--- src/rtl/if_prefetch_unit_pkg.sv ---
// Shared widths, reset PC and the fetch-queue entry layout for the IF prefetch unit.
package if_prefetch_unit_pkg;

    localparam int unsigned PC_WIDTH   = 32;
    localparam int unsigned INST_WIDTH = 32;
    localparam logic [PC_WIDTH-1:0] RESET_PC = '0;

    typedef struct packed {
        logic [INST_WIDTH-1:0] inst;
        logic [PC_WIDTH-1:0]   pc;
    } fetch_entry_t;

endpackage

--- src/rtl/if_prefetch_unit_fifo.sv ---
// Small in-order fetch queue: synchronous push/pop/clear, registered head, no bypass.
module prefetch_fifo
    import if_prefetch_unit_pkg::*;
#(
    parameter int unsigned DEPTH = 4,
    localparam int unsigned AW = $clog2(DEPTH),
    localparam int unsigned CW = $clog2(DEPTH) + 1
) (
    input  logic          clk,
    input  logic          rst_n,
    input  logic          push,
    input  fetch_entry_t  push_data,
    input  logic          pop,
    input  logic          clear,
    output logic [CW-1:0] count,
    output fetch_entry_t  head
);

    fetch_entry_t  mem [DEPTH];
    logic [AW-1:0] wr_ptr;
    logic [AW-1:0] rd_ptr;

    // Entry storage; stale contents behind the pointers are never observed.
    always_ff @(posedge clk) begin
        if (push) begin
            mem[wr_ptr] <= push_data;
        end
    end

    // Pointer and occupancy tracking; clear behaves like a reset of the queue.
    always_ff @(posedge clk) begin
        if (!rst_n || clear) begin
            wr_ptr <= '0;
            rd_ptr <= '0;
            count  <= '0;
        end else begin
            if (push) begin
                wr_ptr <= wr_ptr + AW'(1);
            end
            if (pop) begin
                rd_ptr <= rd_ptr + AW'(1);
            end
            count <= count + CW'(push) - CW'(pop);
        end
    end

    assign head = mem[rd_ptr];

endmodule

--- src/rtl/if_prefetch_unit.sv ---
// IF-stage prefetcher: sequential word fetch, credit-limited issue, redirect with exact drop of stale responses.
module if_prefetch_unit
    import if_prefetch_unit_pkg::*;
#(
    parameter int unsigned FIFO_DEPTH = 4
) (
    input  logic                  clk,
    input  logic                  rst_n,
    input  logic                  redirect_valid,
    input  logic [PC_WIDTH-1:0]   redirect_pc,
    output logic                  imem_req_valid,
    output logic [PC_WIDTH-1:0]   imem_req_addr,
    input  logic                  imem_req_ready,
    input  logic                  imem_resp_valid,
    input  logic [INST_WIDTH-1:0] imem_resp_data,
    output logic                  inst_valid_F,
    input  logic                  inst_ready_D,
    output logic [INST_WIDTH-1:0] inst_F,
    output logic [PC_WIDTH-1:0]   PC_F,
    output logic [PC_WIDTH-1:0]   PCplus4_F
);

    localparam int unsigned CW = $clog2(FIFO_DEPTH) + 1;

    logic [PC_WIDTH-1:0] fetch_pc;
    logic [PC_WIDTH-1:0] resp_pc;
    logic [CW-1:0]       outstanding;
    logic [CW-1:0]       drop_cnt;
    logic [CW-1:0]       count;
    logic                credit_ok;
    logic                req_fire;
    logic                resp_fire;
    logic                push;
    logic                pop;
    fetch_entry_t        push_data;
    fetch_entry_t        head;

    prefetch_fifo #(
        .DEPTH (FIFO_DEPTH)
    ) u_fifo (
        .clk       (clk),
        .rst_n     (rst_n),
        .push      (push),
        .push_data (push_data),
        .pop       (pop),
        .clear     (redirect_valid),
        .count     (count),
        .head      (head)
    );

    // Issue credit, handshake qualification and head presentation.
    always_comb begin
        credit_ok      = ({1'b0, outstanding} + {1'b0, count}) < (CW + 1)'(FIFO_DEPTH);
        imem_req_valid = rst_n && !redirect_valid && credit_ok;
        imem_req_addr  = fetch_pc;
        req_fire       = imem_req_valid && imem_req_ready;
        // responses arriving with nothing outstanding belong to a pre-reset request
        resp_fire      = imem_resp_valid && (outstanding != '0);
        push           = resp_fire && (drop_cnt == '0) && !redirect_valid;
        push_data      = '{inst: imem_resp_data, pc: resp_pc};
        inst_valid_F   = rst_n && (count != '0) && !redirect_valid;
        pop            = inst_valid_F && inst_ready_D;
        inst_F         = rst_n ? head.inst : '0;
        PC_F           = rst_n ? head.pc : '0;
        PCplus4_F      = rst_n ? head.pc + PC_WIDTH'(1) : '0;
    end

    // PC counters, in-flight count and stale-response drop accounting.
    always_ff @(posedge clk) begin
        if (!rst_n) begin
            fetch_pc    <= RESET_PC;
            resp_pc     <= RESET_PC;
            outstanding <= '0;
            drop_cnt    <= '0;
        end else begin
            outstanding <= outstanding + CW'(req_fire) - CW'(resp_fire);
            if (redirect_valid) begin
                fetch_pc <= redirect_pc;
                resp_pc  <= redirect_pc;
                // everything still in flight after this cycle is stale
                drop_cnt <= drop_cnt + outstanding - CW'(resp_fire);
            end else begin
                if (req_fire) begin
                    fetch_pc <= fetch_pc + PC_WIDTH'(1);
                end
                if (push) begin
                    resp_pc <= resp_pc + PC_WIDTH'(1);
                end
                if (resp_fire && (drop_cnt != '0)) begin
                    drop_cnt <= drop_cnt - CW'(1);
                end
            end
        end
    end

    // Credit invariant: a response is never pushed into a full queue.
    always_ff @(posedge clk) begin
        if (rst_n) begin
            assert (!(push && (count == CW'(FIFO_DEPTH))));
        end
    end

endmodule

--- config.mk ---
export PLATFORM = sky130hd
export DESIGN_NAME = if_prefetch_unit
export DESIGN_NICKNAME = d
export VERILOG_FILES = /design/src/rtl/if_prefetch_unit_pkg.sv /design/src/rtl/if_prefetch_unit_fifo.sv /design/src/rtl/if_prefetch_unit.sv
export SDC_FILE = /design/constraint.sdc
export NUM_CORES = 1
export LEC_CHECK = 0
export CORE_MARGIN = 2
export CORE_UTILIZATION = 50
export DETAILED_ROUTE_END_ITERATION = 8
export PLACE_DENSITY = 0.77
export SLEW_MARGIN = 10
export SYNTH_ARGS = -nofsm -noshare
export SYNTH_HDL_FRONTEND = slang
export SYNTH_SLANG_ARGS = --single-unit
--- constraint.sdc ---
create_clock -name clk -period 3.3 [get_ports clk]
set_input_delay 0.66 -clock clk [delete_from_list [all_inputs] [get_ports clk]]
set_output_delay 0.66 -clock clk [all_outputs]
set_load 0.01 [all_outputs]
==> results of run 1 <==
## report_power, final
part,switching [mW],internal (mW)
logic,0.849,0.846
clock network,1.60,2.10
registers,0.175,4.79
## final timing paths
| kind | to | cells past startpoint |
|---|---|---|
| setup / recovery | PCplus4_F[24] | 9 |
| hold / removal | outstanding[0] | 2 |
| setup reg to reg | outstanding[2] | 11 |
| hold reg to reg | drop_cnt[2] | 2 |
## synth_stat cells (30+ instances only)
| library cell | number | area, um2 |
|---|---|---|
| nand3_1 | 33 | 165 |
| nand4_1 | 32 | 200 |
| nand2_1 | 43 | 161 |
| nor2_1 | 60 | 225 |
| o21ai_0 | 30 | 150 |
| and2_1 | 72 | 450 |
| clkbuf_1 | 42 | 158 |
| a21oi_1 | 55 | 275 |
| dfxtp_1 | 79 | 1580 |
| edfxtp_1 | 256 | 7690 |
| xnor2_1 | 34 | 298 |
| mux4_2 | 64 | 1440 |
| inv_1 | 30 | 113 |
## layout make-up
type / count / area, um2
clock inverter: 20 / 150
sequential: 335 / 9280
fill: 2041 / 9920
tap: 390 / 488
multi-input combinational: 657 / 5610
inverter: 31 / 120
timing repair buffer: 305 / 2980
clock buffer: 44 / 931
## routing by layer
metal  up-vias  global-route usage [%]
li1       4747                       -
met1      5190                    33.4
met4         0                    7.51
met2       491                    37.8
met5         -                       0
met3        67                    4.12
## what timing repair did
action / CTS / global route
setup buffers: 13 / 10
gates cloned: 0 / 1
gates resized for setup: 191 / 52
pin swaps: 26 / 28
setup endpoints to repair: 71 / 73
endpoints found under the hold margin: 0 / 0
## state kept, by name (all words and copies together) (netlist names), named ones only
register       cells
u_fifo.mem       256
imem_req_addr     32
resp_pc           32
drop_cnt           3
outstanding        3
u_fifo.count       3
u_fifo.rd_ptr      2
u_fifo.wr_ptr      2
## cells by family (layout without fill, tap and decap cells)
logic type               count (synthesis)  count (layout)  synth area share (%)
buffers and inverters                   92             400                  2.61
XOR/XNOR                                57              57                  3.34
multiplexers                            79              79                  10.8
flip-flops                             335             335                  62.1
AND/OR/NAND/NOR                        356             356                  13.4
adder cells (fa/ha/maj)                 21              21                  1.91
AO/OA/AOI/OAI                          144             144                  5.85
## per-stage QoR
stage	std cells	util [%]	hold slack (ns)	worst slack (ns)
6_report	1782	66.3	0.477	-0.219
5_1_grt	1782	66.3	0.488	-0.298
4_1_cts	1772	65.6	0.464	-0.222
3_5_place_dp	1698	60.7	0.514	-0.165
3_3_place_gp	1698	60.7	0.505	-0.153
2_1_floorplan	1084	-	0.482	0.0134
==> flow_summary_export.csv, run 1 <==
group,metric,value,unit
finish,nNetsFinal,1456,
timing,rsz0062_at_grt,"yes",
detailed_routing,drt_iter0_markers,824,
logic_synthesis,synthArstFlopShare,0,%
finish,fin_area,19600,um2
detailed_routing,vias,10500,
critical_path,path_buf_inv,4,
clock_network,cts_buffer_depth,3,
clock_network,cts_tree,"yes",
global_route,grt.overflow.total,0,
finish,final_common_cell,"edfxtp_1",
critical_path,path_cells,"buf_8 -> mux4_2 -> and3_4 -> buf_6 -> nand4_1 -> buf_4 -> nor4_4 -> mux2_4 -> buf_6",
critical_path,crit_fanout,8,
detailed_routing,drt_wl_total,37200,um
timing,fin_crit_sh,107,%
job,maxCapViolations,0,
critical_path,r2r_start,"u_fifo.count[2]",
critical_path,critical_path_required,2.64,ns
die,dieHeight,177,um
timing,setup_viol,24,
detailed_routing,top_layer,"met4",
detailed_routing,drc_errors,0,
timing,setup_tns,-3.07,ns
pwr,power,10.4,mW
detailed_routing,vias_per_cell,5.89,
logic_synthesis,ys_ff_latch,335,
hold_path,hold_path.class,"in -> reg",
detailed_routing,met3_length,3030,um
logic_synthesis,synth_ff_type,"edfxtp_1",
place,place.gp.congestion,0.884,
die,core-area,29500,um2
timing,final-hold-violation-count,0,
logic_synthesis,synth_area,14900,um2
finish,drive_gt1_share,22.7,%
status,status,"complete, but fails checks",
finish,syn_to_final_growth,31.0,%
global_route,antenna_found_initial,0,
critical_path,worstPathArrival,2.86,ns
global_route,grt_pass1_wl,57400,um
hold_path,hold_path_startpoint,"rst_n",
detailed_routing,dr_wl_met2,17700,um
critical_path,critPathKind,"reg -> out",
critical_path,slowest_stage,"dfxtp_4",
detailed_routing,first_pass_iters,5,
clock_network,cts_root_buf,"clkbuf_16",
logic_synthesis,syn_inst,1084,
detailed_routing,m1WireLength,15600,um
critical_path,timing.reg2reg.setup_slack,0.55,ns
finish,final_cell_mix,"edfxtp_1 (256), clkdlybuf4s50_1 (161), dfxtp_1 (76)",
critical_path,cp_top_family,"multiplexers",
timing,finalMaxSlewViolations,0,
detailed_routing,wl_per_cell,20.9,um
die,die_w,177,um
pwr,p_leak,6.72,nW
logic_synthesis,synth-edff-count,256,
critical_path,start_kind,"register",
critical_path,end_kind,"output pin",
logic_synthesis,synth_cell_types,57,
critical_path,cpPeakStageDelay,0.41,ns
detailed_routing,final_antenna_net_count,0,
place,placed_area,17900,um2
place,hpwlAfterDp,23900,um
die,rows,63,
logic_synthesis,yosys_warnings,0,
clock_network,worst_skew_pair.late_latency,0.52,ns
timing,skew,0.0198,ns
critical_path,worst_path_most_repeated_cell,"buf_6",
clock_network,clock_sinks,335,
die,dieArea,31300,um2
pwr,power_density,530,nW/um2
timing,max_freq,284,MHz
timing,final.setup.worst_slack,-0.219,ns
logic_synthesis,avgSynthCellArea,13.8,um2
logic_synthesis,synth_nets,1175,
logic_synthesis,yosysSeqAreaShare,62.1,%
global_route,grt_usage,23.7,%
timing,relSlewSlack,46.0,%
clock_network,cts_made_buffers,35,
timing,finalCriticalPeriod,3.52,ns
clock_network,hold_buffers,0,
timing,worst_slew_pin_slew,0.807,ns
global_route,grt_max_degree,65,
finish,diodes,0,
clock_network,clk_pin_slew,0.06,ns
die,num_io_pins,200,
clock_network,htree_levels,2,
place,io_buffers,199,
die,initial_core_util,50.6,%
status,failed_checks,"setup timing",
global_route,grt_pass1_vias,10400,
pwr,ir_worst_vdd,0.350,mV
(Power assumes the default switching activity.)
==> inputs of run 2 (changes only) <==
--- a/config.mk
+++ b/config.mk
@@ -9,7 +9,6 @@
 export CORE_UTILIZATION = 50
 export DETAILED_ROUTE_END_ITERATION = 8
 export PLACE_DENSITY = 0.77
-export SLEW_MARGIN = 10
 export SYNTH_ARGS = -nofsm -noshare
 export SYNTH_HDL_FRONTEND = slang
 export SYNTH_SLANG_ARGS = --single-unit
==> results of run 2 <==
No change in the layout: final DEF, timing and power equal those of run 1.
